## config.mk

```make
export PLATFORM = sky130hd
export DESIGN_NAME = hazard_ctrl
export DESIGN_NICKNAME = d
export VERILOG_FILES = /design/src/rtl/pipe_pkg.sv /design/src/rtl/hazard_ctrl_sat_counter.sv /design/src/rtl/hazard_ctrl.sv
export SDC_FILE = /design/constraint.sdc
export NUM_CORES = 1
export LEC_CHECK = 0
export CAP_MARGIN = 0
export CELL_PAD_IN_SITES_DETAIL_PLACEMENT = 1
export CELL_PAD_IN_SITES_GLOBAL_PLACEMENT = 1
export CORE_MARGIN = 1.5
export CORE_UTILIZATION = 36
export DETAILED_ROUTE_END_ITERATION = 16
export PLACE_DENSITY_LB_ADDON = 0.1
export SYNTH_ARGS = -nofsm -noshare
export SYNTH_HDL_FRONTEND = slang
export SYNTH_SLANG_ARGS = --single-unit
```

## constraint.sdc

```tcl
create_clock -name clk -period 3.9 [get_ports clk]
set_input_delay 0.78 -clock clk [delete_from_list [all_inputs] [get_ports clk]]
set_output_delay 0.78 -clock clk [all_outputs]
set_load 0.1 [all_outputs]
```

## src/rtl/pipe_pkg.sv

```systemverilog
// Shared pipeline definitions: register-specifier width, hazard-controller
// state encodings and the per-action control bundle.
package pipe_pkg;

  localparam int REG_W = 5;

  typedef enum logic [1:0] {
    RUN = 2'd0,
    LU  = 2'd1,
    BR  = 2'd2,
    XS  = 2'd3
  } hz_state_t;

  typedef struct packed {
    logic pc_write;
    logic ifid_write;
    logic ifid_flush;
    logic idex_flush;
  } hz_ctrl_t;

  // Control pattern driven for a given per-cycle action.
  function automatic hz_ctrl_t ctrl_of(input hz_state_t action);
    hz_ctrl_t c;
    case (action)
      BR:      c = '{pc_write: 1'b1, ifid_write: 1'b1, ifid_flush: 1'b1, idex_flush: 1'b1};
      XS, LU:  c = '{pc_write: 1'b0, ifid_write: 1'b0, ifid_flush: 1'b0, idex_flush: 1'b1};
      default: c = '{pc_write: 1'b1, ifid_write: 1'b1, ifid_flush: 1'b0, idex_flush: 1'b0};
    endcase
    return c;
  endfunction

endpackage

```

## src/rtl/hazard_ctrl_sat_counter.sv

```systemverilog
// Saturating up-counter with synchronous active-low clear; holds at all-ones.
module sat_counter #(
  parameter int CNT_W = 16
) (
  input  logic             clk,
  input  logic             rst_n,
  input  logic             inc,
  output logic [CNT_W-1:0] cnt
);

  localparam logic [CNT_W-1:0] MAX = {CNT_W{1'b1}};

  always_ff @(posedge clk) begin
    if (!rst_n) begin
      cnt <= '0;
    end else if (inc && (cnt != MAX)) begin
      cnt <= cnt + 1'b1;
    end
  end

endmodule

```

## src/rtl/hazard_ctrl.sv

```systemverilog
// Hazard/flush controller: load-use stalls, taken-branch squashes and external
// freeze, with saturating stall/flush event counters.
module hazard_ctrl
  import pipe_pkg::*;
#(
  parameter int REG_W = pipe_pkg::REG_W,
  parameter int CNT_W = 16
) (
  input  logic             clk,
  input  logic             rst_n,
  input  logic [REG_W-1:0] ifid_rs,
  input  logic [REG_W-1:0] ifid_rt,
  input  logic             ifid_rt_used,
  input  logic             idex_memread,
  input  logic [REG_W-1:0] idex_rt,
  input  logic             branch_taken,
  input  logic             ext_stall,
  output logic             pc_write,
  output logic             ifid_write,
  output logic             ifid_flush,
  output logic             idex_flush,
  output logic [1:0]       state,
  output logic [CNT_W-1:0] stall_cnt,
  output logic [CNT_W-1:0] flush_cnt
);

  hz_state_t state_p0;
  hz_state_t nxt_p0;
  hz_ctrl_t  ctrl;
  logic      lu;
  logic      lu_ok;
  logic      stall_inc;
  logic      flush_inc;

  // A load in EX whose destination feeds the ID instruction; $zero never hazards.
  assign lu = idex_memread && (idex_rt != '0) &&
              ((idex_rt == ifid_rs) || (ifid_rt_used && (idex_rt == ifid_rt)));

  // After a bubble (LU) or squash (BR) the same pair must not stall again.
  assign lu_ok = lu && (state_p0 != LU) && (state_p0 != BR);

  always_comb begin
    nxt_p0 = RUN;
    if (branch_taken)   nxt_p0 = BR;
    else if (ext_stall) nxt_p0 = XS;
    else if (lu_ok)     nxt_p0 = LU;

    ctrl = ctrl_of(nxt_p0);
    if (!rst_n) begin
      ctrl = '{pc_write: 1'b0, ifid_write: 1'b0, ifid_flush: 1'b1, idex_flush: 1'b1};
    end
  end

  always_ff @(posedge clk) begin
    if (!rst_n) state_p0 <= RUN;
    else        state_p0 <= nxt_p0;
  end

  assign pc_write   = ctrl.pc_write;
  assign ifid_write = ctrl.ifid_write;
  assign ifid_flush = ctrl.ifid_flush;
  assign idex_flush = ctrl.idex_flush;
  assign state      = state_p0;

  assign stall_inc = (nxt_p0 == XS) || (nxt_p0 == LU);
  assign flush_inc = (nxt_p0 == BR);

  sat_counter #(.CNT_W(CNT_W)) u_stall_cnt (
    .clk   (clk),
    .rst_n (rst_n),
    .inc   (stall_inc),
    .cnt   (stall_cnt)
  );

  sat_counter #(.CNT_W(CNT_W)) u_flush_cnt (
    .clk   (clk),
    .rst_n (rst_n),
    .inc   (flush_inc),
    .cnt   (flush_cnt)
  );

endmodule

```

# --- After elaboration in Yosys (flattened, before gate mapping) ---
# Cells that the tools add are included.
word_totals:
  register_bits: 34
  input_bits: 21
  output_inout_bits: 38
  elab_cells: 30
classes:
  addsub: 2
  eq_ne: 9
  n_mux: 5
  reduce_logical: 11
op_table:
  columns: ["cell", "n"]
  rows:
  - ["$add A16 B1 Y16 const B", 2]
  - ["$ne A16 B16 Y1 const B", 2]
  - ["$eq A5 B5 Y1", 2]
  - ["$pmux W4 S2", 1]
  - ["$logic_and A1 B1 Y1", 7]
  - ["$reduce_bool A5 Y1", 1]
  - ["$eq A2 B2 Y1 const B", 2]
  - ["$mux W2", 2]
  - ["$mux W4", 1]
  - ["$eq A2 B1 Y1 const B", 1]
  - ["$logic_or A1 B1 Y1", 2]
  - ["$ne A2 B1 Y1 const B", 1]
  - ["$ne A2 B2 Y1 const B", 1]
  - ["$reduce_or A2 Y1", 1]
  - ["$mux W1", 1]

# --- Longest topological paths before layout ---
logic_depth:
  ltp_word: 13
  mapped_depth: 8
  mapped_depth_nobuf: 7

# --- Hierarchy ---
# Synthesis repeated with hierarchy kept, for this count alone.
hier_totals:
  hier_cells: 224
  area_unflattened_um2: 1933.1
modules_own_cells:
  columns: ["mod", "instances", "cells_per_inst", "area_per_inst_um2", "seq_area_each_um2"]
  rows:
  - ["sat_counter", 2, 97, 837.1, 320.3]
  - ["hazard_ctrl", 1, 30, 259.0, 40.0]

# --- Worst setup path after synthesis ---
# Ideal clock, no wire load.
synth_path:
  path_type: "register to output"
  startpoint: "register state_p0[0], in the netlist state[0]"
  endpoint: "output port pc_write"
  t_arrival_ps: 3519
  required_ps: 3120
  slack_ps: -399
  path_stages_with_launch: 7
  path_buffers: 2
  path_cell_list: "dfxtp_1 -> xnor2_1 -> a41oi_2 -> buf_2 -> nor2_1 -> nor2_1 -> buf_4"
synth_between:
  elab_chain_cells: 10
synth_lines:
  columns: ["element", "line", "text"]
  rows:
  - ["from (decl)", "hazard_ctrl.sv:27", "hz_state_t state_p0;"]
  - ["from (signal assigned)", "hazard_ctrl.sv:56", "else state_p0 <= nxt_p0;"]
  - ["$ne A2 B1 Y1", "hazard_ctrl.sv:40", "assign lu_ok = lu && (state_p0 != LU) && (state_p0 != BR);"]
  - ["$logic_and A1 B1 Y1", "hazard_ctrl.sv:40", null]
  - ["$logic_and A1 B1 Y1 *", "hazard_ctrl.sv:40", null]
  - ["$mux W1 *", "hazard_ctrl.sv:46", "else if (lu_ok) nxt_p0 = LU;"]
  - ["$mux W2 *", "hazard_ctrl.sv:45", "else if (ext_stall) nxt_p0 = XS;"]
  - ["$mux W2 *", "hazard_ctrl.sv:44", "if (branch_taken) nxt_p0 = BR;"]
  - ["$eq A2 B2 Y1 or $eq A2 B1 Y1 (tied branches)", "pipe_pkg.sv:24", "case (action)"]
  - ["$reduce_or A2 Y1", "pipe_pkg.sv:24", null]
  - ["$pmux W4 S2 *", "pipe_pkg.sv:24", null]
  - ["$mux W4 *", "hazard_ctrl.sv:49", "if (!rst_n) begin"]
  - ["to (decl)", "hazard_ctrl.sv:18", "output logic pc_write,"]
# Every way passes the cells marked *; elsewhere a longest branch is shown, timed or not.

# --- Worst setup path after layout ---
layout_path:
  startpoint: "input port idex_rt[0]"
  endpoint: "output port pc_write"
layout_between:
  elab_chain_cells: 13
layout_lines:
  columns: ["element", "line", "text"]
  rows:
  - ["from (decl)", "hazard_ctrl.sv:15", "input logic [REG_W-1:0] idex_rt,"]
  - ["$eq A5 B5 Y1", "hazard_ctrl.sv:37", "((idex_rt == ifid_rs) || (ifid_rt_used && (idex_rt == ifid_rt)));"]
  - ["$logic_and A1 B1 Y1", "hazard_ctrl.sv:37", null]
  - ["$logic_or A1 B1 Y1", "hazard_ctrl.sv:37", null]
  - ["$logic_and A1 B1 Y1 *", "hazard_ctrl.sv:36", "assign lu = idex_memread && (idex_rt != '0) &&"]
  - ["$logic_and A1 B1 Y1 * (2 in series)", "hazard_ctrl.sv:40", null]
  - ["$mux W1 *", "hazard_ctrl.sv:46", null]
  - ["$mux W2 *", "hazard_ctrl.sv:45", null]
  - ["$mux W2 *", "hazard_ctrl.sv:44", null]
  - ["$eq A2 B2 Y1 or $eq A2 B1 Y1 (tied branches)", "pipe_pkg.sv:24", null]
  - ["$reduce_or A2 Y1", "pipe_pkg.sv:24", null]
  - ["$pmux W4 S2 *", "pipe_pkg.sv:24", null]
  - ["$mux W4 *", "hazard_ctrl.sv:49", null]
# Marks and branches as above.

==> impl_metrics.sql <==
INSERT INTO impl_metrics (metric_group, metric, value, unit) VALUES
('drt', 'drc', '0', ''),
('placement', 'gp_congestion', '0.767', ''),
('synth', 'post_synth_most_frequent_cells', '34 x dfxtp_1, 27 x nand2_1, 22 x nor2_1, 18 x xnor2_1, 12 x nand3_1', ''),
('synth', 'synthTopCellsByArea', 'dfxtp_1 37%, xnor2_1 8.7%, nand2_1 5.6%, mux2i_1 5.0%, nor2_1 4.5%', ''),
('die', 'start_util', '38.0', '%'),
('drt', 'drt_first_iter_violations', '40', ''),
('layout', 'antennaDiodeCount', '0', ''),
('critical_path', 'arrival_time_at_the_worst_endpoint', '2400', 'ps'),
('synth', 'yosys.cell_count.top_type', 'dfxtp_1', ''),
('placement', 'placed_area', '0.00251', 'sq mm'),
('drt', 'route.final.wire_length', '5.16', 'mm'),
('drt', 'drt_first_pass_iters', '4', ''),
('die', 'die-height', '74.0', 'um'),
('sta', 'fin_setup_tns', '0', 'ps'),
('synth', 'post_synthesis_sequential_area_ratio', '37.5', '%'),
('synth', 'asyncSetResetFlopFracSynth', '0', '%'),
('pwr', 'pwr-share-seq', '45.9', '%'),
('critical_path', 'crit_type', 'primary input to output pin', ''),
('hold_path', 'worst_hold_path_type', 'flop to flop', ''),
('die', 'placementRows', '25', ''),
('cts', 'postCtsSetupBuffers', '0', ''),
('cts', 'cts_tree', 'done', ''),
('layout', 'area_growth_syn_to_layout', '43.1', '%'),
('critical_path', 'element_type_at_the_critical_path_start', 'primary input', ''),
('synth', 'syn-instance-count', '216', ''),
('drt', 'via_count', '1774', ''),
('synth', 'synthDominantAreaCellType', 'dfxtp_1', ''),
('cts', 'path_clk_slew', '70', 'ps'),
('synth', 'post_synthesis_register_bit_count', '34', ''),
('layout', 'postLayoutCellArea', '0.00260', 'sq mm'),
('layout', 'fillerInstances', '585', ''),
('critical_path', 'timing.critical_path.required', '3120', 'ps'),
('cts', 'post_cts_resized', '0', ''),
('cts', 'cts.sinks', '34', ''),
('layout', 'fraction_of_final_layout_cells_with_drive_strength_greater_than_1', '7.61', '%'),
('cts', 'htreeDepth', '2', ''),
('die', 'top_level_port_count', '59', ''),
('sta', 'timing.slew.headroom', '16.4', '%'),
('layout', 'design.final.nets', '298', ''),
('global_route', 'first_pass_grt_wire_length', '8.22', 'mm'),
('global_route', 'track_usage', '19.6', '%'),
('die', 'floorplan.core_area', '0.00479', 'sq mm'),
('drt', 'ant_nets', '0', ''),
('pwr', 'p_int', '546', 'uW'),
('sta', 'grt_setup_unrepaired', 'false', ''),
('pwr', 'cellPowerDensity', '298', 'mW/mm^2'),
('sta', 'timing_hold_violations_final', '0', ''),
('pwr', 'switching_power', '229', 'uW'),
('synth', 'yosys_most_used_dff', 'dfxtp_1', ''),
('die', 'dieArea', '0.00548', 'sq mm'),
('critical_path', 'critical_path.max_fanout', '3', ''),
('synth', 'synthesis.yosys.warnings', '0', ''),
('drt', 'route.met2.wl', '2.37', 'mm'),
('status', 'run_status', 'completed', ''),
('cts', 'max-clock-path-buffers', '2', ''),
('global_route', 'grt_antenna_before_repair', '0', ''),
('sta', 'worst_hold_slack', '491', 'ps'),
('pwr', 'power_frac_comb', '18.5', '%'),
('pwr', 'power_leakage', '0.842', 'nW'),
('layout', 'layout.core_utilization', '54.3', '%'),
('drt', 'detailroute.wirelength.met3', '328', 'um'),
('die', 'chipWidth', '74.0', 'um'),
('global_route', 'overflow', '0', ''),
('global_route', 'grt_pass1_vias', '1792', ''),
('cts', 'cts-buffers-inserted', '5', ''),
('pwr', 'power.ir.vdd_worst', '170', 'uV'),
('synth', 'post_synth_instance_area', '0.00182', 'sq mm'),
('synth', 'synth_edf_count', '0', ''),
('drt', 'route.top_layer_used', 'met4', ''),
('sta', 'setup-violations-final', '0', ''),
('cts', 'cts_root_buffer', 'clkbuf_8', '');
[logic make-up (layout without fill, tap and decap cells)]
group / Yosys count / after routing / synth area share, %
buffers and inverters: 16 / 76 / 3.72
and+or+nand+nor: 104 / 104 / 30.0
AOI/OAI and AO/OA: 25 / 25 / 9.99
xor gates and xnor gates: 26 / 26 / 12.5
DFF: 34 / 34 / 37.5
adders and majority gates: 2 / 2 / 1.38
muxes: 9 / 9 / 4.96
[worst max-delay path, cell delays in order]
cell             delay, ps
clkdlybuf4s50_1        530
xnor2_1                110
nand4_1                 90
o22ai_1                100
a41oi_2                230
nor2_1                  80
nor2_2                 250
buf_12                 220
[flip-flops by register name, summed over array words and instances (netlist names)]
name	flops
u_flush_cnt.cnt	16
u_stall_cnt.cnt	16
state	2
[layout make-up]
class	count	area, sq um	area share (%)
multi-input cells	166	1070	41.2
well taps	67	83.8	3.22
repair buffers	62	651	25.0
clock buffers	7	86.3	3.32
clock inverters	1	5.00	0.192
inverters	6	22.5	0.866
flip-flops and latches	34	681	26.2
[power by group through the flow]
stage | Combinational [mW] | Clock, mW | Sequential, mW
CTS | 0.144 | 0.278 | 0.356
finish | 0.143 | 0.276 | 0.356
floorplan | 0.0564 | 0 | 0.396
detailed placement | 0.144 | 0 | 0.364
global placement | 0.142 | 0 | 0.364
global route | 0.151 | 0.299 | 0.357
[worst paths after layout]
check	start	endpoint	depth (start not counted)
setup / recovery	idex_rt[0]	pc_write	8
hold / removal	u_stall_cnt.cnt[7]	u_stall_cnt.cnt[7]	2
setup reg to reg	u_stall_cnt.cnt[0]	u_stall_cnt.cnt[4]	6
hold reg to reg	u_stall_cnt.cnt[7]	u_stall_cnt.cnt[7]	2
[metal layers]
layer	vias up	track usage (%)
met3	8	5.28
met2	48	32.5
met1	835	24.4
li1	883	-
met5	-	0
met4	0	6.79
[layout by cell type (no fill, tap or decap), types with 3 or more instances in the layout]
master           count
or4_1                5
xnor2_1             18
nand2_1             27
inv_1                6
nand3_1             12
o21ai_0              4
o31ai_1              4
xor2_1               8
or3_1                3
clkbuf_8             6
dfxtp_1             34
buf_4                4
nand2b_1             6
mux2i_1              9
clkdlybuf4s50_1     54
and2_1               3
nor2_1              21
nand4_1              8
a21oi_1             10
buf_12               4
nor4_1               7
[stage by stage]
| step | total power [mW] | instances |
|---|---|---|
| after floorplan | 0.452 | 216 |
| after global placement | 0.505 | 335 |
| after detailed placement | 0.508 | 335 |
| after CTS | 0.779 | 343 |
| after global routing | 0.806 | 343 |
| final | 0.775 | 343 |
Power figures use the tool's default switching activity.
==> variant 1, RTL diff (same flow settings) <==
`CNT_W` is set to 16 in 2 places; all go to 24.
--- a/src/rtl/hazard_ctrl_sat_counter.sv
+++ b/src/rtl/hazard_ctrl_sat_counter.sv
@@ -2,3 +2,3 @@
 module sat_counter #(
-  parameter int CNT_W = 16
+  parameter int CNT_W = 24
 ) (
--- a/src/rtl/hazard_ctrl.sv
+++ b/src/rtl/hazard_ctrl.sv
@@ -6,3 +6,3 @@
   parameter int REG_W = pipe_pkg::REG_W,
-  parameter int CNT_W = 16
+  parameter int CNT_W = 24
 ) (
Interface: changed (resized flush_cnt and stall_cnt); port bits go from 59 to 75. The function was not compared with the original's and may differ.
==> variant 1 against the unedited design <==
Utilization shrank 2.4 points. Wire length grew 48%. Total power grew 34%. Sequential cell count grew 16. Count of clock-buffer cells in the layout shrank 2. Area after synthesis grew 45%. Die area grew 43%. Design area grew 38%. Setup slack lost 0.17 ns. Highest routed layer unchanged.
==> variant 1: results (changes against the unedited design) <==
| Metric | Value |
|---|---|
| Met1 WL | `3347 um (+40%)` |
| Violation count after the first detailed-route iteration | `79 (+98%)` |
| Vias | `2664 (+50%)` |
| Setup Skew | `0.01117 ns (+0.007585 ns)` |
| Post-synth ARST share | `0% (unchanged)` |
| Clk root buf | `clkbuf_8` |
| Critical Path Fanout Max | `5 (+2)` |
| Max layer used | `met4` |
| Layout Nets | `411 (+38%)` |
| GRT Overall Usage | `20.68% (+1.1 points)` |
| Pre-CTS setup slack | `0.5600 ns (-0.1660 ns)` |
| Status | `finished clean` |
| Worst slew pin tran | `1.007 ns (-0.2350 ns)` |
| Port bufs | `74 (+28%)` |
| Fillers | `850 (+45%)` |
| Final HPWL from detailed placement | `5560 um (+48%)` |
| Syn Area/Cell | `8.207 um2 (-2.4%)` |
| Metal3 WL | `255 um (-22%)` |
| HP Class | `reg -> reg` |
| Area of the multi-input gates | `0.001538 mm2 (+44%)` |
| GPL Wtd Cong | `0.8000 (+4.3%)` |
| Global-route wire length before repair | `12680 um (+54%)` |
| Met2 Usage GRT | `38.31% (+5.8 points)` |
| Placed Area | `0.003476 mm2 (+39%)` |
| Routed wire length | `7652 um (+48%)` |
| Sequential fraction of the synthesis area | `38.11% (+0.65 points)` |
| Grt met1 use | `23.76% (-0.68 points)` |
| Met2 wire len | `3966 um (+67%)` |
| Yosys cell types | `37 (+5.7%)` |
| Global Route met3 Usage | `5.410% (+0.13 points)` |
| Post-CTS Setup Inserts | `0 (unchanged)` |
| TritonRoute pass-1 iters | `4 (unchanged)` |
| Worst EP arrival | `2.57 ns (+0.17 ns)` |
| Initial antenna violation count | `0 (unchanged)` |
| Pin count of the biggest net entering global routing | `45 (+73%)` |
| Post-synth top cells | `dfxtp_1, xnor2_1, nor2_1, a21oi_1, nand2_1` |
| Mapped Nets | `343 (+44%)` |
| Placed insts | `477 (+42%)` |
| Synth area leaders | `dfxtp_1, xnor2_1, o31ai_1` |
| Worst vdd ir | `173.7 uV (+1.9%)` |
| Delay of the slowest critical-path stage | `0.49 ns (-0.04 ns)` |
| Worst-Skew Late Latency | `0.31 ns (+0.02 ns)` |
| Clock-pin slew on the worst setup and hold paths | `0.09 ns (+0.02 ns)` |
| Pleak | `1.103 nW (+31%)` |
| Post-Layout Cell Count | `485 (+41%)` |
| Share of layout cells above drive strength 1 | `5.913% (-1.7 points)` |
| CP delay by family, top | `simple AND/OR/NAND/NOR gates` |
| Post-cts resize count | `0 (unchanged)` |
==> variant 1: cell types whose count changed in the layout (fill, tap and decap cells not counted), moves of 10 or more <==
cell,unedited run,this run
or4_1,5,17
xnor2_1,18,28
nor3_1,2,14
clkdlybuf4s50_1,54,70
a21oi_1,10,25
nand4_1,8,20
dfxtp_1,34,50
o31ai_1,4,18
==> variant 1: layout make-up <==
type	count	share of cell area, %
multi-input combinational	247	42.84
sequential	50	27.88
timing repair buffer	77	22.03
tap	96	3.346
clock buffer	5	1.917
clock inverter	3	1.255
inverter	7	0.7320
==> variant 1: report_power, final <==
group	leakage, nW	internal (mW)	switching (mW)	total (mW)
combinational	0.649	0.0504	0.0930	0.143
sequential	0.404	0.515	0.00581	0.520
clock	0.0504	0.191	0.188	0.379
==> variant 1: final timing paths <==
check	slack [ns]	endpoint	from	cells after the start
worst max register to register	1.24	u_stall_cnt.cnt[22]	u_stall_cnt.cnt[0]	7
worst min register to register	0.52	u_stall_cnt.cnt[20]	u_stall_cnt.cnt[20]	2
worst min-delay path	0.52	u_stall_cnt.cnt[20]	u_stall_cnt.cnt[20]	2
worst max-delay path	0.55	ifid_write	idex_rt[0]	7
==> variant 1: worst reg2reg max path: cells and delay by family, from the launching register on <==
family / cells / cell delay [ns]
AND/OR/NAND/NOR: 5 / 1.84
flip-flops: 1 / 0.37
adder cells (fa/ha/maj): 1 / 0.23
AO/OA/AOI/OAI: 1 / 0.15
==> variant 1: cells by family (layout without fill, tap and decap cells) <==
group                    count (synthesis)  in the layout  share of synthesized area, %
adder cells (fa/ha/maj)                  2              2                        0.9527
buffers and inverters                   23             92                         3.573
AO/OA/AOI/OAI                           58             58                         13.67
multiplexers                             3              3                         1.143
XOR/XNOR                                30             30                         10.01
flip-flops                              50             50                         38.11
AND/OR/NAND/NOR                        154            154                         32.54
==> variant 2, RTL diff (same settings) <==
Without the edit above. Make the reset (`rst_n`) asynchronous in 2 clocked blocks.
--- a/src/rtl/hazard_ctrl_sat_counter.sv
+++ b/src/rtl/hazard_ctrl_sat_counter.sv
@@ -12,3 +12,3 @@
 
-  always_ff @(posedge clk) begin
+  always_ff @(posedge clk or negedge rst_n) begin
     if (!rst_n) begin
--- a/src/rtl/hazard_ctrl.sv
+++ b/src/rtl/hazard_ctrl.sv
@@ -53,3 +53,3 @@
 
-  always_ff @(posedge clk) begin
+  always_ff @(posedge clk or negedge rst_n) begin
     if (!rst_n) state_p0 <= RUN;
Formal check against the unedited RTL: differs if rst_n is asserted again (counterexample within 4 cycles, from zero or initial values and one cycle with rst_n low); with rst_n held inactive, the same outputs for 10 cycles.
==> variant 2 against the unedited design <==
Sequential cell count stayed put. Maximum frequency is 10% lower. Design area decreased by 2.3%. Setup slack worse by 0.36 ns. Wire length is 17% lower. Area after synthesis decreased by 3.0%. Critical path depth shrank 1. Critical path type unchanged. Highest routed layer unchanged.
Power is not compared: it rests on default switching activity, and its combinational part moved more than twofold at a synthesized area within 25%.
==> variant 2: results (changes against the unedited design) <==
| Metric | Value |
|---|---|
| R2r setup slk | `1.86 ns (+0.58 ns)` |
| Layout Nets | `249 (-16%)` |
| Wire per inst | `14.53 um (-3.4%)` |
| Violation count after the first detailed-route iteration | `42 (+5.0%)` |
| Post-Layout Cell Count | `294 (-14%)` |
| Post-Synth Adder-Cell Area | `1.420% (+0.043 points)` |
| Placed Area | `0.002446 mm2 (-2.5%)` |
| Final HPWL from detailed placement | `3282 um (-13%)` |
| Top_reg_cell synth | `dfrtp_1` |
| Number of global-route vias before repair | `1415 (-21%)` |
| Hold_sp | `u_flush_cnt.cnt[10]` |
| Reg2reg start | `u_stall_cnt.cnt[0]` |
| Fillers | `512 (-12%)` |
| TritonRoute pass-1 iters | `4 (unchanged)` |
| Pre-CTS setup slack | `0.3482 ns (-0.3777 ns)` |
| FF-to-FF End | `u_stall_cnt.cnt[15]` |
| Sequential fraction of the synthesis area | `48.30% (+11 points)` |
| Synth area leaders | `dfrtp_1, xnor2_1, xor2_1` |
| Post-synth top cells | `dfrtp_1, xnor2_1, nand2_1, xor2_1, nand3_1` |
| Yosys cell types | `29 (-17%)` |
| Status | `finished clean` |
| Mean number of vias per cell | `4.789 (-7.4%)` |
| Setup Skew | `0.007617 ns (+0.004036 ns)` |
| Fin crit share | `90.75% (+9.3 points)` |
| Delay of the slowest critical-path stage | `0.47 ns (-0.06 ns)` |
| Worst EP arrival | `2.76 ns (+0.36 ns)` |
| Share of layout cells above drive strength 1 | `11.01% (+3.4 points)` |
| Post-synthesis xor/xnor area fraction | `19.39% (+6.9 points)` |
| Post-synthesis mux area share | `2.770% (-2.2 points)` |
| GPL Wtd Cong | `0.7410 (-3.4%)` |
| Fin Hold WS | `0.4990 ns (+0.007952 ns)` |
| Pin count of the biggest net entering global routing | `34 (+31%)` |
| Area of the multi-input gates | `853.3 um2 (-20%)` |
| Hold Path Stages | `1 (-1)` |
| Post-synth ARST share | `100.0% (+100 points)` |
| Mapped Nets | `186 (-22%)` |
| Worst hold endpoint | `u_flush_cnt.cnt[10]` |
| Synth Area in Compound Gates | `3.693% (-6.3 points)` |
[variant 2: cell types whose count changed in the layout (fill, tap and decap cells not counted), moves of 6 or more]
cell      unedited run  this run
xor2_1               8        15
nand2b_1             6         0
mux2i_1              9         0
dfxtp_1             34         0
nor2_1              21         7
a21oi_1             10         1
xnor2_1             18        24
dfrtp_1              0        34
nand2_1             27        17
[variant 2: report_power, final]
group	internal, mW	total (mW)	switching [mW]
Combinational	0.204	0.780	0.576
Sequential	0.415	0.500	0.0850
Clock	0.142	0.272	0.130
[variant 2: layer usage]
layer / up-vias / GRT usage, % / part of all wire, %
met4: 0 / 4.403 / 0.80
met2: 44 / 26.81 / 46
li1: 685 / - / -
met3: 4 / 4.420 / 5.5
met5: - / 0 / 0
met1: 675 / 22.40 / 47
[variant 2: final cells by class]
cell class              instances  area share (%)
multi-input cells             118           33.58
repair buffers                 59           24.72
clock buffers                   6           3.250
clock inverters                 2          0.4924
well taps                      67           3.299
inverters                       8           1.182
flip-flops and latches         34           33.48
